## src/rtl/booth_pkg.sv

```systemverilog
// rtl/booth_pkg.sv - shared state encoding and mode constants for the Booth multiplier
package booth_pkg;

    typedef enum logic [1:0] {
        ST_IDLE = 2'd0,
        ST_RUN  = 2'd1,
        ST_DONE = 2'd2
    } booth_state_e;

    localparam logic MODE_UNSIGNED = 1'b0;
    localparam logic MODE_SIGNED   = 1'b1;

endpackage

```

## src/rtl/booth_step.sv

```systemverilog
// rtl/booth_step.sv - one combinational radix-2 Booth iteration: add/sub/none then arithmetic shift
module booth_step #(
    parameter int WIDTH = 8
) (
    input  logic [WIDTH:0] acc_i,
    input  logic [WIDTH:0] q_i,
    input  logic           q_m1_i,
    input  logic [WIDTH:0] m_i,
    output logic [WIDTH:0] acc_o,
    output logic [WIDTH:0] q_o,
    output logic           q_m1_o
);

    logic [WIDTH:0] sum;

    always_comb begin
        sum = acc_i;
        case ({q_i[0], q_m1_i})
            2'b10:   sum = acc_i - m_i;
            2'b01:   sum = acc_i + m_i;
            default: sum = acc_i;
        endcase
        // Shift of {sum, q, q_m1} right by one, replicating the accumulator sign bit
        acc_o  = {sum[WIDTH], sum[WIDTH:1]};
        q_o    = {sum[0], q_i[WIDTH:1]};
        q_m1_o = q_i[0];
    end

endmodule

```

## src/rtl/booth_seq_multiplier.sv

```systemverilog
// rtl/booth_seq_multiplier.sv - sequential radix-2 Booth multiplier, signed or unsigned, WIDTH+1 steps
module booth_seq_multiplier
    import booth_pkg::*;
#(
    parameter int WIDTH = 8
) (
    input  logic                 clk,
    input  logic                 rst,
    input  logic                 start,
    input  logic                 signed_mode,
    input  logic [WIDTH-1:0]     a,
    input  logic [WIDTH-1:0]     b,
    output logic                 busy,
    output logic                 done,
    output logic [2*WIDTH-1:0]   product
);

    localparam int             CW       = $clog2(WIDTH + 2);
    localparam logic [CW-1:0]  CNT_LOAD = CW'(WIDTH + 1);

    booth_state_e          state_q, state_d;
    logic [WIDTH:0]        acc_q, acc_d;
    logic [WIDTH:0]        q_q, q_d;
    logic                  qm1_q, qm1_d;
    logic [WIDTH:0]        m_q, m_d;
    logic [CW-1:0]         cnt_q, cnt_d;
    logic [2*WIDTH-1:0]    product_q, product_d;

    logic [WIDTH:0]        acc_step;
    logic [WIDTH:0]        q_step;
    logic                  qm1_step;
    logic                  a_sign;
    logic                  b_sign;

    booth_step #(.WIDTH(WIDTH)) u_step (
        .acc_i  (acc_q),
        .q_i    (q_q),
        .q_m1_i (qm1_q),
        .m_i    (m_q),
        .acc_o  (acc_step),
        .q_o    (q_step),
        .q_m1_o (qm1_step)
    );

    // One extra operand bit keeps the most-negative signed value and full unsigned range exact
    assign a_sign = (signed_mode == MODE_UNSIGNED) ? 1'b0 : a[WIDTH-1];
    assign b_sign = (signed_mode == MODE_UNSIGNED) ? 1'b0 : b[WIDTH-1];

    always_comb begin
        state_d   = state_q;
        acc_d     = acc_q;
        q_d       = q_q;
        qm1_d     = qm1_q;
        m_d       = m_q;
        cnt_d     = cnt_q;
        product_d = product_q;
        case (state_q)
            ST_IDLE: begin
                if (start) begin
                    q_d     = {a_sign, a};
                    m_d     = {b_sign, b};
                    acc_d   = '0;
                    qm1_d   = 1'b0;
                    cnt_d   = CNT_LOAD;
                    state_d = ST_RUN;
                end
            end
            ST_RUN: begin
                if (cnt_q != '0) begin
                    acc_d = acc_step;
                    q_d   = q_step;
                    qm1_d = qm1_step;
                    cnt_d = cnt_q - CW'(1);
                end else begin
                    // The top two bits of {acc,q} are pure sign extension of the 2*WIDTH result
                    product_d = {acc_q[WIDTH-2:0], q_q};
                    state_d   = ST_DONE;
                end
            end
            ST_DONE: begin
                state_d = ST_IDLE;
            end
            default: begin
                state_d = ST_IDLE;
            end
        endcase
    end

    always_ff @(posedge clk) begin
        if (rst) begin
            state_q   <= ST_IDLE;
            acc_q     <= '0;
            q_q       <= '0;
            qm1_q     <= 1'b0;
            m_q       <= '0;
            cnt_q     <= '0;
            product_q <= '0;
        end else begin
            state_q   <= state_d;
            acc_q     <= acc_d;
            q_q       <= q_d;
            qm1_q     <= qm1_d;
            m_q       <= m_d;
            cnt_q     <= cnt_d;
            product_q <= product_d;
        end
    end

    assign busy    = (state_q != ST_IDLE);
    assign done    = (state_q == ST_DONE);
    assign product = product_q;

endmodule
```

## config.mk

```make
export PLATFORM = sky130hd
export DESIGN_NAME = booth_seq_multiplier
export DESIGN_NICKNAME = d
export VERILOG_FILES = /design/src/rtl/booth_pkg.sv /design/src/rtl/booth_step.sv /design/src/rtl/booth_seq_multiplier.sv
export SDC_FILE = /design/constraint.sdc
export NUM_CORES = 1
export LEC_CHECK = 0
export ABC_AREA = 1
export CELL_PAD_IN_SITES_DETAIL_PLACEMENT = 2
export CELL_PAD_IN_SITES_GLOBAL_PLACEMENT = 2
export CORE_MARGIN = 2
export CORE_UTILIZATION = 33
export DETAILED_ROUTE_END_ITERATION = 12
export PLACE_DENSITY = 0.91
export REMOVE_ABC_BUFFERS = 1
export SLEW_MARGIN = 20
export SYNTH_ARGS = -nofsm -noshare
export SYNTH_HDL_FRONTEND = slang
export SYNTH_SLANG_ARGS = --single-unit
```

## constraint.sdc

```tcl
create_clock -name clk -period 4.2 [get_ports clk]
set_clock_uncertainty 0.15 [all_clocks]
set_input_delay 0.84 -clock clk [delete_from_list [all_inputs] [get_ports clk]]
set_output_delay 0.84 -clock clk [all_outputs]
set_load 0.02 [all_outputs]
```

==> results of run 1 <==
-- cells by family after synthesis --
logic type               synth area share, %
AND/OR/NAND/NOR                        24.61
AO/OA/AOI/OAI                          18.33
buffers and inverters                  10.39
flip-flops                             38.43
adder cells (fa/ha/maj)                6.176
XOR/XNOR                               2.059
-- layout make-up --
type,instances,area [µm²]
clock buffers,5,68.82
repair buffers,38,377.9
multi-input cells,248,1306
clock inverters,3,25.02
well taps,102,127.6
inverters,46,177.7
fillers,915,4543
flip-flops and latches,49,980.9
-- worst min path at each step --
stage	from	endpoint	slack, ns
2_1_floorplan	qm1_q	qm1_q	0.29
5_1_grt	q_q[7]	q_q[7]	0.38
6_report	qm1_q	qm1_q	0.35
3_5_place_dp	qm1_q	qm1_q	0.32
4_1_cts	qm1_q	qm1_q	0.35
3_3_place_gp	qm1_q	qm1_q	0.30
-- cell usage after synthesis, drive strengths merged (5+ instances only) --
cell type   n
ha         11
xor2        5
inv        46
buf        10
a21oi      33
o21ai      47
nand3      28
nand2      69
dfxtp      49
nor2       37
-- critical path, cell delays in order --
cell and delay [ns]:
clkdlybuf4s50_1 0.80, inv_1 0.74, nand2_1 0.35, o21ai_0 0.30
-- routing by layer --
metal / routed length (µm) / GRT usage (%) / up-vias
met3: 165 / 2.876 / 13
met5: 0 / 0 / -
met2: 4711 / 40.87 / 30
li1: - / - / 1225
met4: 156 / 6.095 / 0
met1: 3781 / 26.15 / 1267
-- sequential cells by signal (all words and copies together), names as in the netlist --
signal   flops
state_q      2
product     16
cnt_q        4
qm1_q        1
m_q          9
q_q          9
acc_q        8
-- power breakdown --
part           internal, mW  switching [mW]  total, mW
clock network         0.122           0.185      0.307
logic                 0.139           0.261      0.400
registers             0.507          0.0293      0.536
-- per-stage QoR --
stage	setup WS, ns	hold WS [ns]	utilization (%)	area (µm²)
2_1_floorplan	1.986	0.2877	-	2465
3_3_place_gp	1.215	0.3045	39.05	2970
3_5_place_dp	0.9973	0.3243	39.05	2970
4_1_cts	1.278	0.3489	40.28	3064
5_1_grt	1.080	0.3825	40.28	3064
6_report	1.240	0.3504	40.28	3064
==> summary.md, run 1 <==
| Metric | Value |
|---|---|
| Pin slew with the least headroom to its limit | `0.7641 ns` |
| Non-filler cells, final | `491` |
| Number of diodes | `0` |
| R2r worst-path depth | `14` |
| Asr flop ratio synth | `0%` |
| # IOs | `38` |
| Hold/Removal Path Class | `reg2reg` |
| TritonCTS Sinks | `49` |
| Htree depth | `2` |
| Tcrit/Tclk final | `70.48%` |
| Most frequent cells in the layout | `nand2_1 (67), dfxtp_1 (49), o21ai_0 (44), inv_1 (43), clkdlybuf4s50_1 (37)` |
| P&R area growth vs syn | `20.05%` |
| Status | `complete, no violations` |
| Most used DFF post-synth | `dfxtp_1` |
| CP startpoint | `rst` |
| Clk_lat worst skew | `0.32 ns` |
| Grt ovf | `0` |
| Leakage | `1.304 nW` |
| Worst VDD drop | `0.0002311 V` |
| RSZ-0062 raised after global routing | `false` |
| Routability Congestion | `0.8073` |
| Final Total Pwr | `1.243 mW` |
| DR WL/cell | `17.95 µm` |
| Count of buffers inserted at the top-level ports | `37` |
| Library cells used by synthesis | `33` |
| Ys Warns | `0` |
| Post-CTS Resized | `0` |
| # DRC | `0` |
| EDFF count, synth | `0` |
| Max Slew Vio Count | `0` |
| Crit. End Element | `flop` |
| Top cell type's share of synthesized area | `38.43%` |
| CTS tree | `done` |
| CP Class | `in2reg` |
| Layout cells sized above 1 | `5.656%` |
| Synthesized cell area | `2552 µm²` |
| Startpoint Class | `input port` |
| CTS root buf | `clkbuf_8` |
| Register area share after synthesis | `38.43%` |
| DR iter-0 viols | `83` |
| FF-to-FF setup slack | `1.29 ns` |
| Post-placement cell count | `483` |
| Setup TNS Final | `0 ns` |
| Core area | `7607 µm²` |
| Worst setup path end | `product[3]` |
| Via density | `5.163` |
| Via count of the first global-routing pass | `2,856` |
| Die Y | `91.95 µm` |
| Hold path cells | `2` |
| Max Fclk | `337.8 MHz` |
| 1st-pass router iterations | `4` |
| Crit-path max FO | `25` |
| Clock Tree Buf Depth | `2` |
| Die Width | `91.95 µm` |
| Antenna-violating nets left | `0` |
| Pwr dens | `405.7 nW/µm²` |
| Worst EP required | `4.28 ns` |
| Drt total wl | `8815 µm` |
| Arrival time at the worst endpoint | `3.04 ns` |
| Global-route wire length before repair | `14,640 µm` |
| Initial antenna violation count | `0` |
| Worst r2r dst | `acc_q[7]` |
| Post-CTS Setup Repair Bufs | `0` |
| Final min period | `2.960 ns` |
| Pin count of the biggest net entering global routing | `26` |
| Mean Syn Cell Area | `7.190 µm²` |
| Die area | `8454 µm²` |
| Nets | `420` |
| CTS hold repair buffers | `0` |
| Row count | `32` |
| Clk slew on worst S/H paths | `0.11 ns` |
| Commonest non-fill, non-tap cell in the layout | `nand2_1` |
| Largest area contributor in the netlist | `dfxtp_1` |
| Slew HR | `48.90%` |
| Initial Util | `33.55%` |
| Final setup fails | `0` |
| Synth top area cells | `dfxtp_1 (38%), nand2_1 (9.9%), o21ai_0 (8.6%)` |
| Max-capacitance violation count | `0` |
| #FFs+latches synth | `49` |
| R2r startpoint | `q_q[0]` |
| Via count | `2,535` |
| All-Layer GR Usage | `21.90%` |
| Detail Placement HPWL | `6330 µm` |
| Post-Synthesis Cells | `355` |
| Endpoints failing hold | `0` |
| Total CTS buffers | `5` |
Power figures use the tool's default switching activity.
==> inputs of run 2 (changes only) <==
--- a/config.mk
+++ b/config.mk
@@ -9,9 +9,9 @@
 export CELL_PAD_IN_SITES_DETAIL_PLACEMENT = 2
 export CELL_PAD_IN_SITES_GLOBAL_PLACEMENT = 2
 export CORE_MARGIN = 2
-export CORE_UTILIZATION = 33
+export CORE_UTILIZATION = 30
 export DETAILED_ROUTE_END_ITERATION = 12
-export PLACE_DENSITY = 0.91
+export PLACE_DENSITY = 0.84
 export REMOVE_ABC_BUFFERS = 1
 export SLEW_MARGIN = 20
 export SYNTH_ARGS = -nofsm -noshare
==> constraint.sdc (replaced) <==
create_clock -name clk -period 2.95 [get_ports clk]
set_clock_uncertainty 0.15 [all_clocks]
set_input_delay 0.59 -clock clk [delete_from_list [all_inputs] [get_ports clk]]
set_output_delay 0.59 -clock clk [all_outputs]
set_load 0.02 [all_outputs]
==> summary.md, run 2 (synthesis results as in run 1) <==
| Metric | Value |
|---|---|
| Nets | `421` |
| WHS | `0.3291 ns` |
| DR WL/cell | `15.87 µm` |
| Initial Util | `31.06%` |
| Tcrit/Tclk final | `88.05%` |
| Leakage | `1.312 nW` |
| Multi-input logic area | `1306 µm²` |
| Die Width | `96.24 µm` |
| CTS hold repair buffers | `0` |
| Bufs and invs on worst path | `3` |
| R2r worst-path depth | `15` |
| Clock Tree Buf Depth | `2` |
| Commonest non-fill, non-tap cell in the layout | `nand2_1` |
| R2r startpoint | `q_q[0]` |
| Post-CTS Resized | `0` |
| Layout cells sized above 1 | `5.897%` |
| Count of buffers inserted at the top-level ports | `37` |
| P&R area growth vs syn | `20.69%` |
| RSZ-0062 raised after global routing | `false` |
| Max reg flops | `16` |
| Worst EP required | `3.00 ns` |
| Family with the most delay on the worst path | `adder cells` |
| Number of diodes | `0` |
| # IOs | `38` |
| Via density | `4.962` |
| # DRC | `0` |
| Worst r2r dst | `acc_q[6]` |
| Crit-path max FO | `7` |
| Slew HR | `67.27%` |
| CP Class | `reg2reg` |
| Antenna-violating nets left | `0` |
| Max-capacitance violation count | `0` |
| Via count of the first global-routing pass | `2,725` |
| Core area | `8217 µm²` |
| Worst VDD drop | `0.0002247 V` |
| Status | `complete, no violations` |
| Final min period | `2.598 ns` |
| Slowest CP cell | `dfxtp_1` |
| Critical path's most frequent cell | `nand2_1` |
| Row count | `33` |
| TritonCTS Sinks | `49` |
| CTS root buf | `clkbuf_8` |
| Final setup fails | `0` |
| Seq. cell area | `980.9 µm²` |
| Pwr dens | `570.0 nW/µm²` |
| FF-to-FF setup slack | `0.35 ns` |
| Initial antenna violation count | `0` |
| Htree depth | `2` |
| 1st-pass router iterations | `4` |
| Post-CTS Setup Repair Bufs | `0` |
| Most frequent cells in the layout | `nand2_1 (67), dfxtp_1 (49), o21ai_0 (44), inv_1 (43), clkdlybuf4s50_1 (37)` |
| Drt total wl | `7858 µm` |
| Pin slew with the least headroom to its limit | `0.4905 ns` |
| Arrival time at the worst endpoint | `2.65 ns` |
| Max Fclk | `385.0 MHz` |
| Final Total Pwr | `1.756 mW` |
| Hold/Removal Path Class | `reg2reg` |
| Clk slew on worst S/H paths | `0.10 ns` |
| Startpoint Class | `flop` |
| Final Core Density | `37.49%` |
| Total CTS buffers | `5` |
| Grt ovf | `0` |
| Max Slew Vio Count | `0` |
| Pin count of the biggest net entering global routing | `26` |
| Clk_lat worst skew | `0.31 ns` |
| Worst path max stage delay | `0.35 ns` |
| DR iter-0 viols | `79` |
| Via count | `2,456` |
| CTS tree | `done` |
| Fillers | `962` |
| Detail Placement HPWL | `5902 µm` |
| Setup TNS Final | `0 ns` |
| CP startpoint | `q_q[0]` |
| All-Layer GR Usage | `18.77%` |
| Crit. End Element | `flop` |
| Endpoints failing hold | `0` |
| Global-route wire length before repair | `13,390 µm` |
| Routability Congestion | `0.8286` |
| Die Y | `96.24 µm` |
| Post-placement cell count | `487` |
| CP cell instances | `inv_1 -> ha_1 -> inv_1 -> o21ai_2 -> a31oi_1 -> xor2_1 -> ha_1 -> nand2_1 -> inv_1 -> a21oi_1 -> nand2_1 -> nand2_1 -> nand3_1 -> nand2_1 -> a21oi_1` |
| Die area | `9262 µm²` |
| Worst setup path end | `acc_q[6]` |
| Stages on the worst setup path | `15` |
| Non-filler cells, final | `495` |
## run 2: changes by cell type in the layout (fill, tap and decap cells not counted)
cell,previous run,this run
inv_6,3,2
clkbuf_8,5,6
buf_4,1,2
## run 2: cell type report
class / instances / share of cell area [%]
inverters: 46 / 5.768
flip-flops and latches: 49 / 31.84
multi-input cells: 248 / 42.40
clock inverters: 2 / 0.5280
well taps: 105 / 4.265
clock buffers: 6 / 2.681
repair buffers: 39 / 12.51
## run 2: worst min path at each step
stage          startpoint      to  slack [ns]  cells past startpoint
3_5_place_dp       q_q[3]  q_q[3]        0.32                      2
5_1_grt            q_q[4]  q_q[4]        0.36                      2
2_1_floorplan       qm1_q   qm1_q        0.29                      2
3_3_place_gp        qm1_q   qm1_q        0.31                      2
6_report           q_q[6]  q_q[6]        0.33                      2
4_1_cts            q_q[3]  q_q[3]        0.33                      2
## run 2: power breakdown
| part | internal, mW | switching (mW) |
|---|---|---|
| clock network | 0.194 | 0.250 |
| registers | 0.721 | 0.0367 |
| logic | 0.197 | 0.357 |
| total | 1.11 | 0.643 |
## run 2: through the flow
stage,worst slack [ns],cell area (µm²)
final,0.3524,3080
after global routing,0.009444,3080
after CTS,0.3021,3080
after detailed placement,0.3330,2982
after global placement,0.5166,2982
after floorplan,0.7364,2465
## run 2: tightest hold or removal path, cell delays in order, from the launching register on
cell and delay (ns):
dfxtp_1 0.31, inv_1 0.07, a21oi_1 0.06
## run 2: metal layers
| metal | track usage, % | routed length [µm] | vias up |
|---|---|---|---|
| met4 | 3.929 | 55 | 0 |
| met1 | 23.10 | 3469 | 1206 |
| met5 | 0 | 0 | - |
| met3 | 2.349 | 147 | 6 |
| li1 | - | - | 1223 |
| met2 | 34.72 | 4185 | 21 |
